==> config.mk <==
export PLATFORM = sky130hd
export DESIGN_NAME = uart_tx_param
export DESIGN_NICKNAME = d
export VERILOG_FILES = /design/src/rtl/uart_pkg.sv /design/src/rtl/uart_baud_gen.sv /design/src/rtl/uart_tx_param.sv
export SDC_FILE = /design/constraint.sdc
export NUM_CORES = 1
export LEC_CHECK = 0
export BUFFER_PORTS_ARGS = -buffer_cell sky130_fd_sc_hd__buf_4
export CAP_MARGIN = 15
export CORE_MARGIN = 10
export CORE_UTILIZATION = 45
export DETAILED_ROUTE_END_ITERATION = 8
export PLACE_DENSITY = 0.65
export SYNTH_ARGS = -nofsm -noshare
export SYNTH_HDL_FRONTEND = slang
export SYNTH_SLANG_ARGS = --single-unit
==> constraint.sdc <==
create_clock -name clock -period 8.6 [get_ports clock]
set_input_delay 0 -clock clock [delete_from_list [all_inputs] [get_ports clock]]
set_output_delay 0 -clock clock [all_outputs]
set_load 0.005 [all_outputs]
==> src/rtl/uart_pkg.sv <==
// Encodings, FSM state type and baud divisor helper shared by the parametrised UART transmitter.
package uart_pkg;

  localparam logic [1:0] PAR_NONE = 2'b00;
  localparam logic [1:0] PAR_ODD  = 2'b01;
  localparam logic [1:0] PAR_EVEN = 2'b10;

  localparam logic [1:0] BAUD_2400  = 2'b00;
  localparam logic [1:0] BAUD_4800  = 2'b01;
  localparam logic [1:0] BAUD_9600  = 2'b10;
  localparam logic [1:0] BAUD_19200 = 2'b11;

  typedef enum logic [2:0] {
    ST_IDLE   = 3'd0,
    ST_START  = 3'd1,
    ST_DATA   = 3'd2,
    ST_PARITY = 3'd3,
    ST_STOP   = 3'd4
  } tx_state_t;

  function automatic int baud_hz(input logic [1:0] sel);
    case (sel)
      BAUD_2400: baud_hz = 2400;
      BAUD_4800: baud_hz = 4800;
      BAUD_9600: baud_hz = 9600;
      default:   baud_hz = 19200;
    endcase
  endfunction

  // Divisor rounded to the nearest whole clock count.
  function automatic int baud_div(input int clk_freq, input logic [1:0] sel);
    int hz;
    hz = baud_hz(sel);
    baud_div = (clk_freq + hz / 2) / hz;
  endfunction

endpackage

==> src/rtl/uart_baud_gen.sv <==
// Bit-period counter: counts 0..DIV-1 while enabled and flags the last cycle of each bit.
module uart_baud_gen #(
  parameter int DIV_W = 15
) (
  input  logic             clock,
  input  logic             reset,
  input  logic             i_restart,
  input  logic             i_en,
  input  logic [DIV_W-1:0] i_div,
  output logic             o_bit_end
);

  localparam logic [DIV_W-1:0] ONE = DIV_W'(1);

  logic [DIV_W-1:0] r_count;

  assign o_bit_end = i_en && (r_count == (i_div - ONE));

  always_ff @(posedge clock) begin
    if (reset || i_restart || o_bit_end || !i_en) begin
      r_count <= '0;
    end else begin
      r_count <= r_count + ONE;
    end
  end

endmodule

==> src/rtl/uart_tx_param.sv <==
// Parametrised UART transmitter: one-word holding buffer feeding a start/data/parity/stop serialiser
// whose frame configuration is frozen at every frame start.
module uart_tx_param
  import uart_pkg::*;
#(
  parameter int CLK_FREQ = 50_000_000,
  parameter int DATA_W   = 8,
  parameter int DIV_W    = $clog2(CLK_FREQ / 2400 + 1)
) (
  input  logic              clock,
  input  logic              reset,
  input  logic              in_valid,
  output logic              in_ready,
  input  logic [DATA_W-1:0] data_in,
  input  logic [1:0]        parity_type,
  input  logic [1:0]        baud_rate,
  input  logic              stop_bits,
  output logic              data_tx,
  output logic              active_flag,
  output logic              done_flag
);

  localparam logic [DIV_W-1:0] DIV_2400  = DIV_W'(baud_div(CLK_FREQ, BAUD_2400));
  localparam logic [DIV_W-1:0] DIV_4800  = DIV_W'(baud_div(CLK_FREQ, BAUD_4800));
  localparam logic [DIV_W-1:0] DIV_9600  = DIV_W'(baud_div(CLK_FREQ, BAUD_9600));
  localparam logic [DIV_W-1:0] DIV_19200 = DIV_W'(baud_div(CLK_FREQ, BAUD_19200));
  localparam logic [3:0]       LAST_DATA = 4'(DATA_W - 1);

  function automatic logic parity_bit(input logic [DATA_W-1:0] d, input logic [1:0] sel);
    parity_bit = (sel == PAR_ODD) ? ~^d : ^d;
  endfunction

  tx_state_t         r_state;
  logic [DATA_W-1:0] r_hold_data;
  logic [DATA_W-1:0] r_shift;
  logic              r_hold_full;
  logic              r_tx;
  logic              r_active;
  logic              r_done;
  logic              r_par_bit;
  logic              r_cfg_stop2;
  logic [1:0]        r_cfg_par;
  logic [1:0]        r_cfg_baud;
  logic [3:0]        r_bit_cnt;

  logic [DIV_W-1:0]  w_div;
  logic              w_bit_end;
  logic              w_accept;
  logic              w_busy;
  logic              w_last_stop;
  logic              w_start;
  logic              w_has_par;

  always_comb begin
    w_div = DIV_19200;
    case (r_cfg_baud)
      BAUD_2400: w_div = DIV_2400;
      BAUD_4800: w_div = DIV_4800;
      BAUD_9600: w_div = DIV_9600;
      default:   w_div = DIV_19200;
    endcase
  end

  assign in_ready    = !r_hold_full && !reset;
  assign w_accept    = in_valid && in_ready;
  assign w_busy      = (r_state != ST_IDLE);
  assign w_last_stop = (r_state == ST_STOP) && w_bit_end && (!r_cfg_stop2 || (r_bit_cnt == 4'd1));
  // A waiting word starts either from idle or seamlessly on the last cycle of the previous frame.
  assign w_start     = r_hold_full && ((r_state == ST_IDLE) || w_last_stop);
  assign w_has_par   = (r_cfg_par == PAR_ODD) || (r_cfg_par == PAR_EVEN);

  uart_baud_gen #(
    .DIV_W(DIV_W)
  ) u_baud_gen (
    .clock    (clock),
    .reset    (reset),
    .i_restart(w_start),
    .i_en     (w_busy),
    .i_div    (w_div),
    .o_bit_end(w_bit_end)
  );

  always_ff @(posedge clock) begin
    if (w_accept) begin
      r_hold_data <= data_in;
    end
    if (w_start) begin
      r_shift   <= r_hold_data;
      r_par_bit <= parity_bit(r_hold_data, parity_type);
    end else if (w_bit_end && (r_state == ST_DATA)) begin
      r_shift <= r_shift >> 1;
    end
  end

  always_ff @(posedge clock) begin
    if (reset) begin
      r_state     <= ST_IDLE;
      r_tx        <= 1'b1;
      r_active    <= 1'b0;
      r_done      <= 1'b0;
      r_hold_full <= 1'b0;
      r_bit_cnt   <= 4'd0;
      r_cfg_par   <= PAR_NONE;
      r_cfg_baud  <= BAUD_2400;
      r_cfg_stop2 <= 1'b0;
    end else begin
      r_done <= 1'b0;

      if (w_accept) begin
        r_hold_full <= 1'b1;
      end else if (w_start) begin
        r_hold_full <= 1'b0;
      end

      if (w_start) begin
        r_state     <= ST_START;
        r_tx        <= 1'b0;
        r_active    <= 1'b1;
        r_bit_cnt   <= 4'd0;
        r_cfg_par   <= parity_type;
        r_cfg_baud  <= baud_rate;
        r_cfg_stop2 <= stop_bits;
        r_done      <= (r_state == ST_STOP);
      end else if (w_bit_end) begin
        case (r_state)
          ST_START: begin
            r_state   <= ST_DATA;
            r_tx      <= r_shift[0];
            r_bit_cnt <= 4'd0;
          end
          ST_DATA: begin
            if (r_bit_cnt == LAST_DATA) begin
              r_bit_cnt <= 4'd0;
              if (w_has_par) begin
                r_state <= ST_PARITY;
                r_tx    <= r_par_bit;
              end else begin
                r_state <= ST_STOP;
                r_tx    <= 1'b1;
              end
            end else begin
              r_tx      <= r_shift[1];
              r_bit_cnt <= r_bit_cnt + 4'd1;
            end
          end
          ST_PARITY: begin
            r_state   <= ST_STOP;
            r_tx      <= 1'b1;
            r_bit_cnt <= 4'd0;
          end
          ST_STOP: begin
            if (r_cfg_stop2 && (r_bit_cnt == 4'd0)) begin
              r_bit_cnt <= 4'd1;
            end else begin
              r_state  <= ST_IDLE;
              r_tx     <= 1'b1;
              r_active <= 1'b0;
              r_done   <= 1'b1;
            end
          end
          default: begin
            r_state <= ST_IDLE;
            r_tx    <= 1'b1;
          end
        endcase
      end
    end
  end

  assign data_tx     = r_tx;
  assign active_flag = r_active;
  assign done_flag   = r_done;

endmodule

== Word-level counts from Yosys, hierarchy flattened ==
Index checks and enable logic that the tools add are counted.
W data, S select, Z words.
Storage, ports and cells
  output and inout port bits: 4
  bits in registers: 48
  bits of input ports: 16
  logic and storage cells: 100
Operators by class
  reductions and logical operators: 36
  equal/unequal tests: 18
  add/sub/neg operators: 3
  multiplexer cells: 29
Operator list (count)
  $pmux W15 S3: 1
  $mux W1: 18
  $mux W8: 2
  $add A15 B1 Y15 const B: 1
  $eq A15 B15 Y1: 1
  $sub A15 B1 Y15 const B: 1
  $pmux W3 S4: 1
  $pmux W4 S3: 1
  $reduce_and A3 Y1: 4
  $mux W3: 3
  $logic_and A1 B1 Y1: 8
  $mux W4: 2
  $reduce_bool A2 Y1: 4
  $reduce_xnor A8 Y1: 1
  $reduce_xor A8 Y1: 1
  $eq A2 B1 Y1 const B: 3
  $eq A3 B2 Y1 const B: 2
  $logic_or A1 B1 Y1: 6
  $ne A2 B1 Y1 const B: 3
  $reduce_bool A3 Y1: 2
  $add A4 B1 Y4 const B: 1
  $eq A2 B2 Y1 const B: 2
  $eq A4 B1 Y1 const B: 1
  $eq A4 B3 Y1 const B: 1
  12 further kinds: 16

== Depth between registers and ports, before layout ==
  depth after elaboration: 12
  depth in mapped cells: 11
  depth with buffers taken out: 9

== Hierarchy ==
A second synthesis with hierarchy kept.
Second synthesis, totals
  cells, all modules: 335
  area total of the unflattened synthesis: 2936.6 µm²
By module, submodules not included
  uart_tx_param: sequential area each 830.8 µm², cells an instance 174, instances 1, area an instance 1719.1 µm²
  uart_baud_gen: sequential area each 300.3 µm², cells an instance 161, instances 1, area an instance 1217.4 µm²

== Worst setup path after synthesis ==
Ideal clock, no wire load.
  kind: register -> register
  start point: reg r_cfg_baud[1]
  end point: reg r_shift[0], enable pin
  slack: 5399 ps
  stages on the path, launching flop included: 8
  arrival time: 2815 ps
  setup time: 387 ps
  data required time: 8213 ps
  cells stage by stage: dfxtp_1 inv_1 ha_1 or4b_1 and3_4 nor4_4 nand3_1 o31ai_1
Between the ends
  word-level cells in the longest chain between the ends: 10
  elaborated cells on any way between the ends: 13
  those cells by class: add/sub: 1; eq/ne: 3; mux: 1; reduce/logical: 8
Ends and longest elaborated chain
  start, declared: RTL line uart_tx_param.sv:43  | logic [1:0] r_cfg_baud;
  start signal, assigned: RTL line uart_tx_param.sv:121  | r_cfg_baud <= baud_rate;
  $eq A2 B2 Y1, or another cell as far along: RTL line uart_tx_param.sv:56  | case (r_cfg_baud)
  $pmux W15 S3 *: RTL line uart_tx_param.sv:56
  $sub A15 B1 Y15 *: RTL line uart_baud_gen.sv:17  | assign o_bit_end = i_en && (r_count == (i_div - ONE));
  $eq A15 B15 Y1 *: RTL line uart_baud_gen.sv:17
  $logic_and A1 B1 Y1 *: RTL line uart_baud_gen.sv:17
  $logic_and A1 B1 Y1 (2 in series): RTL line uart_tx_param.sv:67  | assign w_last_stop = (r_state == ST_STOP) && w_bit_end && (!r_cfg_stop2 || (r_bit_cnt == 4'd1));
  $logic_or A1 B1 Y1: RTL line uart_tx_param.sv:69  | assign w_start = r_hold_full && ((r_state == ST_IDLE) || w_last_stop);
  $logic_and A1 B1 Y1: RTL line uart_tx_param.sv:69
  $reduce_bool A2 Y1 (no line) *
  end signal, assigned: RTL line uart_tx_param.sv:88  | r_shift <= r_hold_data;
  end signal, assigned: RTL line uart_tx_param.sv:91  | r_shift <= r_shift >> 1;
  end, declared: RTL line uart_tx_param.sv:35  | logic [DATA_W-1:0] r_shift;
Mark *: on every way between the ends. The rest lies on a longest branch, timed or not.
A chain may end at the register's enable or synchronous reset.

== Final worst setup path ==
  start point: reg r_cfg_baud[1]
  end point: reg r_hold_full
Between the ends
  word-level cells in the longest chain between the ends: 10
  elaborated cells on any way between the ends: 12
  those cells by class: add/sub: 1; eq/ne: 3; mux: 1; reduce/logical: 7
Ends and longest elaborated chain
  $eq A2 B2 Y1, or another cell as far along: RTL line uart_tx_param.sv:56
  $pmux W15 S3 *: RTL line uart_tx_param.sv:56
  $sub A15 B1 Y15 *: RTL line uart_baud_gen.sv:17
  $eq A15 B15 Y1 *: RTL line uart_baud_gen.sv:17
  $logic_and A1 B1 Y1 *: RTL line uart_baud_gen.sv:17
  $logic_and A1 B1 Y1 * (2 in series): RTL line uart_tx_param.sv:67
  $logic_or A1 B1 Y1 *: RTL line uart_tx_param.sv:69
  $logic_and A1 B1 Y1 *: RTL line uart_tx_param.sv:69
  $reduce_bool A2 Y1 (no line) *
  end signal, assigned: RTL line uart_tx_param.sv:101  | r_hold_full <= 1'b0;
  end signal, assigned: RTL line uart_tx_param.sv:110  | r_hold_full <= 1'b1;
  end signal, assigned: RTL line uart_tx_param.sv:112  | r_hold_full <= 1'b0;
  end, declared: RTL line uart_tx_param.sv:36  | logic r_hold_full;
Marks and branches as above.

==> results.toml <==
[grt]
grt_util_all_layers_pct = 11.2
grt_pass1_wl_mm = 8.34
grt_pass1_vias = 1819
grt-ovfl-total = 0
grt_start_max_net_pins = 16
antenna_found_initial = 0

[worst_setup_path]
critical_path.cell_chain = "inv_1, ha_1, or4b_1, and3_4, nor4_4, and3_1, a31oi_4, inv_2, nor3_1, dlygate4sd3_1"
reg2regPathDepth = 10
rrSetupSlack_ns = 4.81
path_depth = 10
critical-path-slowest-cell = "dlygate4sd3_1"
cp.arrival_ns = 3.98
cp.buffers_inverters = 3
path_max_fanout = 15
critPathTopFamily = "simple AND/OR/NAND/NOR gates"
cp-start-kind = "flip-flop"
worstSetupPathType = "reg2reg"
cp-startpoint = "r_cfg_baud[1]"
endpoint_kind = "flip-flop"
rr_endpoint = "r_hold_full"
worstReg2RegStart = "r_cfg_baud[1]"
crit_end = "r_hold_full"
critPathMaxStageDelay_ns = 0.56
cp.required_ns = 8.79

[cts]
clkSlewWorstSetupHoldPaths_ns = 0.09
clk_path_buf_depth = 2
htreeDepth = 2
numCtsBuffers = 5
post_cts_buffers = 0
cts_root_buffer = "clkbuf_8"
cts.sinks = 48
cts_tree = "done"
insertion_delay_ns = 0.29

[synthesis]
yosysUniqueCellTypes = 47
synth-edff-count = 17
netlist_area_mm2 = 0.00256
synth_area_per_cell_um2 = 9.92
synthCells = 258
yosysSeqAreaShare_pct = 44.2
synth-async-reset-ratio_pct = 0
synth.net_count = 286
synth_flop_cell = "dfxtp_1"
ys_ff_latch = 48
yosys_warnings = 0

[worst_hold_path]
hold_path_class = "in2reg"

[placed_design]
dpl_worst_slack_ns = 4.94
place_area_mm2 = 0.00274
post-dp-hpwl_mm = 3.52
port-buffer-count = 19
place.gp.congestion = 0.796

[timing]
min_period_ns = 3.79
timing.final.ws_setup_ns = 4.81
rsz0062_at_grt = "false"
finalClockSkew_ns = 0.00555
slew_viol_final = 0
final.setup.tns_ns = 0
period_share_pct = 44.1
hold_violations = 0
setup_viol = 0
slew_headroom_pct = 64.1
fmax_mhz = 264
tightest_slew_ns = 0.537

[routing]
vias_per_cell = 5.13
drt-total-wl_mm = 4.79
vias = 1877
route.detailed.drc = 0
antenna_left = 0
first_pass_iters = 4
wire_per_inst_um = 13.1
drt_iter0_markers = 100

[floorplanning]
placementRows = 27
dieArea_mm2 = 0.00910
core-area_mm2 = 0.00551
die_w_um = 95.4
die_height_um = 95.4
io_pins = 20
start_util_pct = 46.5

[run]
maxCapViolations = 0

[power]
power_uw = 446
p_leak_nw = 1.10
ir_drop_uv = 84.8
powerDensity_mw_per_mm2 = 149

[cells_and_area]
post-route-util_pct = 54.4
fillers = 497
syn_to_final_growth_pct = 17.0
multiInputGateArea_mm2 = 0.00133
regArea_mm2 = 0.00113
layout-drive-gt1-share_pct = 15.0
nets = 321
postLayoutCellArea_mm2 = 0.00299
n_antenna_cell = 0

[outcome]
outcome = "finished, final reports clean"
kinds of logic (layout without fill, tap and decap cells):
family                   after synthesis  in the layout  share of synthesized area, %
multiplexers                          15             15                          7.14
AND/OR/NAND/NOR                      108            108                          21.3
flip-flops                            48             48                          44.2
adder cells (fa/ha/maj)               12             12                          5.87
XOR/XNOR                              25             25                          8.56
buffers and inverters                 21             57                          4.01
AO/OA/AOI/OAI                         29             29                          8.90
power by group:
group | internal, mW | switching (mW) | total (mW)
Combinational | 0.0328 | 0.0307 | 0.0635
Clock | 0.0562 | 0.0735 | 0.130
Sequential | 0.246 | 0.00683 | 0.253
Total | 0.335 | 0.111 | 0.446
cells in the final DEF (no fill, tap or decap), types with 2 or more instances in the layout:
cell type / n
a211oi_1: 4
mux2_2: 2
nor3_1: 6
or3_1: 4
inv_1: 11
nand2b_1: 3
o31ai_1: 3
and2_1: 2
nand2_1: 23
a21oi_1: 7
edfxtp_1: 17
mux2_4: 6
clkbuf_8: 5
xnor2_1: 16
xor2_1: 9
nand4_1: 3
a2111oi_0: 2
nand3_1: 13
dfxtp_1: 31
ha_1: 12
nor2_1: 37
and3_1: 6
o21bai_1: 2
clkinvlp_4: 2
buf_4: 20
mux2i_1: 7
o21ai_0: 3
dlygate4sd3_1: 16
worst min path at each step:
stage	from	to	slack, ns	depth (start not counted)
final	data_in[5]	r_hold_data[5]	0.42	2
after global routing	data_in[4]	r_hold_data[4]	0.41	2
after CTS	data_in[5]	r_hold_data[5]	0.40	2
after detailed placement	data_in[5]	r_hold_data[5]	0.18	1
after global placement	data_in[4]	r_hold_data[4]	0.18	1
after floorplan	reset	in_ready	0.03	1
layer usage:
layer | up-vias | routed length (um) | GRT usage [%]
met5 | - | 0 | 0
met4 | 0 | 50 | 4.05
met3 | 4 | 150 | 2.51
met2 | 26 | 2130 | 16.7
met1 | 879 | 2460 | 15.6
li1 | 968 | - | -
sequential cells by signal (all words and copies together), names as in the netlist:
register	flops
active_flag	1
data_tx	1
done_flag	1
r_bit_cnt	4
r_cfg_baud	2
r_cfg_par	2
r_cfg_stop2	1
r_hold_data	8
r_hold_full	1
r_par_bit	1
r_shift	8
r_state	3
u_baud_gen.r_count	15
worst reg2reg max path: stages (launching register included):
cell and delay, ns:
dfxtp_1 0.46, inv_1 0.14, ha_1 0.31, or4b_1 0.55
and3_4 0.21, nor4_4 0.34, and3_1 0.42, a31oi_4 0.27
inv_2 0.35, nor3_1 0.09, dlygate4sd3_1 0.56
stage by stage:
stage / hold slack (ns) / std cells
floorplan: 0.0316 / 258
global placement: 0.178 / 341
detailed placement: 0.180 / 341
CTS: 0.401 / 365
global route: 0.410 / 366
finish: 0.416 / 366
cells in the mapped netlist (2+ instances only):
cell type   n  area share (%)
nor3_1      6             1.2
xor2_1      9             3.1
dfxtp_1    31              24
inv_1      11             1.6
o21ai_0     3            0.59
or3_1       4            0.98
nand2b_1    3            0.73
mux2_4      6             3.5
and3_1      6             1.5
clkbuf_1    5            0.73
nand4_1     3            0.73
buf_6       3             1.3
ha_1       12             5.9
mux2_2      2            0.88
nand2_1    23             3.4
o21bai_1    2            0.59
nor2_1     37             5.4
nand3_1    13             2.5
a21oi_1     7             1.4
edfxtp_1   17              20
xnor2_1    16             5.5
a2111oi_0   2            0.68
and2_1      2            0.49
o31ai_1     3            0.88
a211oi_1    4             1.2
mux2i_1     7             2.7
layout make-up:
class | instances | share of cell area [%]
Multi-Input combinational cell | 189 | 44.3
Clock buffer | 5 | 2.30
Clock inverter | 3 | 0.627
Timing Repair Buffer | 37 | 10.5
Tap cell | 72 | 3.01
Inverter | 12 | 1.50
Sequential cell | 48 | 37.8
timing repair:
action,CTS,global route
endpoints found under the hold margin,22,0
setup endpoints to repair,0,0
gates resized for setup,0,0
hold buffers,16,0
No activity file was read; power rests on OpenSTA's default activity.
